**config.mk**
```make
export PLATFORM = sky130hd
export DESIGN_NAME = rrf_alloc_ctrl
export DESIGN_NICKNAME = d
export VERILOG_FILES = /design/src/rtl/rrf_pkg.sv /design/src/rtl/rrf_pick2.sv /design/src/rtl/rrf_alloc_ctrl.sv
export SDC_FILE = /design/constraint.sdc
export NUM_CORES = 1
export LEC_CHECK = 0
export CORE_UTILIZATION = 49
export DETAILED_ROUTE_END_ITERATION = 6
export PLACE_DENSITY = 0.77
export SYNTH_ARGS = -nofsm -noshare
export SYNTH_HDL_FRONTEND = slang
export SYNTH_SLANG_ARGS = --single-unit
```
**constraint.sdc**
```tcl
create_clock -name clk -period 6.8 [get_ports clk]
set_clock_uncertainty 0.05 [all_clocks]
set_input_delay 1.02 -clock clk [delete_from_list [all_inputs] [get_ports clk]]
set_output_delay 1.02 -clock clk [all_outputs]
set_load 0.02 [all_outputs]
```
**src/rtl/rrf_pkg.sv**
```systemverilog
// Shared types and constants for the rename-register-file allocator.
package rrf_pkg;

  localparam int unsigned RRF_DEPTH = 8;
  localparam int unsigned TAG_W     = 3;

  typedef logic [TAG_W-1:0]     rrf_tag_t;
  typedef logic [RRF_DEPTH-1:0] rrf_vec_t;
  typedef logic [TAG_W:0]       rrf_cnt_t;

  typedef enum logic {RUN, FLUSH} rrf_state_e;

  // Number of free entries in a vector.
  function automatic rrf_cnt_t rrf_popcount(input rrf_vec_t vec);
    rrf_cnt_t cnt;
    cnt = '0;
    for (int i = 0; i < RRF_DEPTH; i++) begin
      cnt = cnt + rrf_cnt_t'(vec[i]);
    end
    return cnt;
  endfunction

endpackage

```
**src/rtl/rrf_pick2.sv**
```systemverilog
// Two-lowest-set-bit priority encoder over the free vector.
module rrf_pick2
  import rrf_pkg::*;
(
  input  rrf_vec_t vec,
  output rrf_tag_t p0,
  output rrf_tag_t p1,
  output logic     cnt_ge1,
  output logic     cnt_ge2
);

  // Scan from tag 0 upwards; first hit is p0, second is p1.
  always_comb begin
    p0      = '0;
    p1      = '0;
    cnt_ge1 = 1'b0;
    cnt_ge2 = 1'b0;
    for (int i = 0; i < RRF_DEPTH; i++) begin
      if (vec[i]) begin
        if (!cnt_ge1) begin
          p0      = rrf_tag_t'(i);
          cnt_ge1 = 1'b1;
        end else if (!cnt_ge2) begin
          p1      = rrf_tag_t'(i);
          cnt_ge2 = 1'b1;
        end
      end
    end
  end

endmodule

```
**src/rtl/rrf_alloc_ctrl.sv**
```systemverilog
// RRF free-list owner: dual allocate, dual reclaim, flush restore.
module rrf_alloc_ctrl
  import rrf_pkg::*;
(
  input  logic                 clk,
  input  logic                 rst,
  input  logic [1:0]           alloc_req,
  output logic                 alloc_gnt,
  output logic [TAG_W-1:0]     rr0,
  output logic [TAG_W-1:0]     rr1,
  output logic                 stall,
  input  logic [1:0]           free_vld,
  input  logic [TAG_W-1:0]     free_tag0,
  input  logic [TAG_W-1:0]     free_tag1,
  input  logic                 flush,
  output logic [RRF_DEPTH-1:0] free_rrf,
  output logic [TAG_W:0]       free_cnt,
  output logic                 rrf_full,
  output logic                 dbl_free_err
);

  rrf_state_e state_q, state_d;
  rrf_vec_t   vec_q, vec_d;
  rrf_cnt_t   cnt_q, cnt_d;
  logic       full_q;
  logic       err_q, err_d;

  rrf_tag_t   p0, p1;
  logic       cnt_ge1, cnt_ge2;
  rrf_vec_t   gnt_mask, free_mask;
  logic       dbl;

  rrf_pick2 u_pick (
    .vec     (vec_q),
    .p0      (p0),
    .p1      (p1),
    .cnt_ge1 (cnt_ge1),
    .cnt_ge2 (cnt_ge2)
  );

  // Grant, tag outputs, masks and next state of FSM, vector and error flag.
  always_comb begin
    alloc_gnt = 1'b0;
    if (!rst && state_q == RUN && !flush && (alloc_req != 2'b00)) begin
      alloc_gnt = (alloc_req == 2'b11) ? cnt_ge2 : cnt_ge1;
    end
    rr0   = alloc_gnt ? p0 : '0;
    rr1   = (alloc_gnt && alloc_req == 2'b11) ? p1 : '0;
    stall = (alloc_req != 2'b00) && !alloc_gnt;

    gnt_mask = '0;
    if (alloc_gnt) begin
      gnt_mask[p0] = 1'b1;
      if (alloc_req == 2'b11) gnt_mask[p1] = 1'b1;
    end

    free_mask = '0;
    if (free_vld[0]) free_mask[free_tag0] = 1'b1;
    if (free_vld[1]) free_mask[free_tag1] = 1'b1;

    dbl = (free_vld[0] && vec_q[free_tag0]) ||
          (free_vld[1] && vec_q[free_tag1]) ||
          (free_vld == 2'b11 && free_tag0 == free_tag1);

    // flush is the only way into FLUSH and FLUSH lasts while flush stays high.
    state_d = flush ? FLUSH : RUN;

    // Frees arriving with a flush or during FLUSH are dropped.
    if (flush || state_q == FLUSH) begin
      vec_d = '1;
      err_d = err_q;
    end else begin
      vec_d = (vec_q & ~gnt_mask) | free_mask;
      err_d = err_q | dbl;
    end
    cnt_d = rrf_popcount(vec_d);
  end

  // State, free vector, count and sticky error registers.
  always_ff @(posedge clk) begin
    if (rst) begin
      state_q <= RUN;
      vec_q   <= '1;
      cnt_q   <= rrf_cnt_t'(RRF_DEPTH);
      full_q  <= 1'b0;
      err_q   <= 1'b0;
    end else begin
      state_q <= state_d;
      vec_q   <= vec_d;
      cnt_q   <= cnt_d;
      full_q  <= (cnt_d < rrf_cnt_t'(2));
      err_q   <= err_d;
    end
  end

  assign free_rrf     = vec_q;
  assign free_cnt     = cnt_q;
  assign rrf_full     = full_q;
  assign dbl_free_err = err_q;

endmodule

```
==> results by group <==
Status
  – Status: completed

Logic synthesis
  – Warnings from Yosys: 0
  – Most frequent cell after synthesis: nor2_1
  – Sequential area share after synthesis: 17.3%
  – Share of the synthesized area in the top cell type: 17.3%
  – Synth top cells by count: nor2_1 (21), nand2_1 (19), dfxtp_1 (15)
  – Top FF cell, synth: dfxtp_1
  – Yosys cell types: 56
  – Synthesized cell area: 1740 µm²
  – EDFF count, synth: 0
  – Gate Count Post-Synth: 230
  – Top cell type by total area after synthesis: dfxtp_1
  – #FFs+latches synth: 15
  – Mean area per synthesized cell: 7.57 µm²
  – Synth top area cells: dfxtp_1 (17%), ha_1 (5.8%), mux4_2 (5.2%), fa_1 (4.6%), nor2_1 (4.5%)
  – Syn_nets: between 200 and 300
  – FFs w/ async S/R, synth: 0%

Worst setup path
  – Startpoint Class: input pin
  – Crit path cell chain: clkdlybuf4s50_1 > or3_1 > nor2_2 > o211ai_1 > or3_1 > or3_1 > a31oi_1 > fa_1 > fa_1 > fa_1 > inv_1 > ha_1 > inv_1 > fa_1 > xor2_1 > nand2_1 > nor2_1
  – WP data arrival: around 6.1 ns
  – Worst setup EP type: flip-flop
  – Crit path max fanout: 10
  – Crit path kind: input pin to flip-flop
  – R2R depth: 18
  – Critical Path Max Stage Delay: 0.58 ns
  – Slowest library cell on the worst path: clkdlybuf4s50_1
  – WP data required: 6.98 ns
  – CP most frequent cell: fa_1

Timing
  – Crit share post-route: 87.7%
  – Setup violators final: 0
  – Fin Setup TNS: 0 ns
  – Fin. max-slew vios: 0
  – Min cycle time layout: 5.96 ns
  – Max_slew headroom: between 40 and 50%
  – Setup WS post-layout: 0.838 ns
  – Endpoints failing hold: 0
  – Peak Freq: between 150 and 200 MHz
  – Worst Hold Slack: 0.475 ns
  – Slew @ Worst Pin: 0.796 ns
  – RSZ-0062 raised after global routing: no

Placement
  – GPL Wtd Cong: 0.924
  – Dpl hpwl: 3480 µm
  – Port Buffers: 34
  – Post-Place Setup Slack: 0.596 ns

Routing
  – # DRC: 0
  – Final ANT Viol Nets: 0
  – Wire per inst: 15.8 µm
  – Via Count: roughly 1.8k
  – WL final: 4720 µm
  – Vias/cell: 6.17
  – Initial drt markers: around 130
  – DRT Pass-1 Iters: 4

Cells and area
  – Diodes inserted: 0
  – Multi-input gate area: 1310 µm²
  – Register Area: 300 µm²
  – P&R area growth vs syn: 19.9%
  – Fillers: around 340
  – Nets: ~280
  – Share of cells above drive strength 1: 7.54%

Power
  – Worst VDD drop: 0.135 mV
  – Pleak: 0.739 nW
  – Pwr/cell area: 107 nW/µm²

Global route
  – Vias in the first global route: 1660
  – Largest net degree at the start of global routing: 22
  – Congestion Overflow GR: 0
  – GRT Resource Usage Total: between 20% and 30%
  – Global-route wire length before repair: about 7700 µm
  – Initial antenna violation count: 0

Floorplan
  – Row count: 21
  – Die W: 61.6 µm
  – Core area: around 3400 µm²
  – Initial core utilization: 51.7%
  – Full die area: between 3000 and 4000 µm²
  – Die H: 61.6 µm
  – Top Ports: 35

Clock network
  – Skew-Pair Late Insertion Delay: 0.29 ns
  – Clk buf depth: 2
  – H-tree levels: 1
  – TritonCTS Buffers: 3
  – CTS Hold Buffers Added: 0
  – CTS tree: yes
  – Post CTS Setup Buffer Count: 0
  – Clock-pin slew on the worst setup and hold paths: 0.09 ns
  – Post-CTS sizing: 0
  – Clk sinks: 15
  – CTS Root Cell: clkbuf_4

Min path
  – Worst hold path class: flip-flop to flip-flop
  – Worst hold path depth: 2

Run
  – MaxCap Viol Count: 0
metal layers:
layer  up-vias  wire length (µm)  track usage, %
li1        897                 -               -
met1       856              2220            40.9
met5         -                 0               0
met2        76              2080            39.5
met3         9               341            3.78
met4         0                72            5.71
placed cells by master (no fill, tap or decap), types with 5 or more instances in the layout:
cell,instances
inv_1,14
a31oi_1,5
ha_1,8
dfxtp_1,15
nor2_1,21
a21oi_1,14
o21ai_0,5
nand2b_1,10
nor2b_1,8
clkdlybuf4s50_1,34
nand2_1,19
or3_1,9
nor3_1,9
report_power, final:
part	internal, mW	leakage (nW)	switching [mW]	total (mW)
Clock	0.0219	0.0177	0.0300	0.0519
Sequential	0.0920	0.123	0.00352	0.0956
Combinational	0.0336	0.599	0.0421	0.0757
Total	0.148	0.739	0.0757	0.223
cell families (layout without fill, tap and decap cells):
| group | after synthesis | after routing | synth area share [%] |
|---|---|---|---|
| fa+ha+maj | 13 | 13 | 10.9 |
| flops | 15 | 15 | 17.3 |
| simple gates | 99 | 99 | 30.0 |
| buf+inv | 30 | 52 | 7.55 |
| compound gates | 65 | 65 | 27.0 |
| xor+xnor | 3 | 3 | 1.51 |
| mux | 5 | 5 | 5.82 |
registers in the layout, summed over array words and instances (netlist names):
register / cells
free_cnt: 4
free_rrf: 8
rrf_full: 1
state_q: 1
dbl_free_err: 1
per-stage QoR:
stage          cells  area [µm²]  total power [mW]  utilization, %
3_3_place_gp     294        2060             0.171            61.2
6_report         298        2090             0.223            62.1
5_1_grt          298        2090             0.237            62.1
2_1_floorplan    230        1740             0.144               -
3_5_place_dp     294        2060             0.172            61.2
4_1_cts          298        2090             0.224            62.1
worst max-delay path, delay by kind of cell:
kind	cells	cell delay [ns]
fa+ha+maj	5	2.03
compound gates	2	0.41
simple gates	6	1.78
xor+xnor	1	0.19
buf+inv	3	0.72
area by class of cell:
| class | count | share of cell area, % |
|---|---|---|
| timing repair buffer | 34 | 16.3 |
| multi-input combinational | 185 | 62.7 |
| clock buffer | 3 | 1.08 |
| sequential | 15 | 14.4 |
| inverter | 14 | 2.52 |
| clock inverter | 1 | 0.240 |
| tap | 46 | 2.76 |
final timing paths:
kind	startpoint	end	slack, ns
worst max register to register	free_rrf[0]$_SDFF_PP1_	rrf_full$_SDFF_PP0_	1.15
worst min register to register	dbl_free_err$_SDFFE_PP0N_	dbl_free_err$_SDFFE_PP0N_	0.47
worst min-delay path	dbl_free_err$_SDFFE_PP0N_	dbl_free_err$_SDFFE_PP0N_	0.47
worst max-delay path	rst	rrf_full$_SDFF_PP0_	0.84
Power figures use the tool's default switching activity.
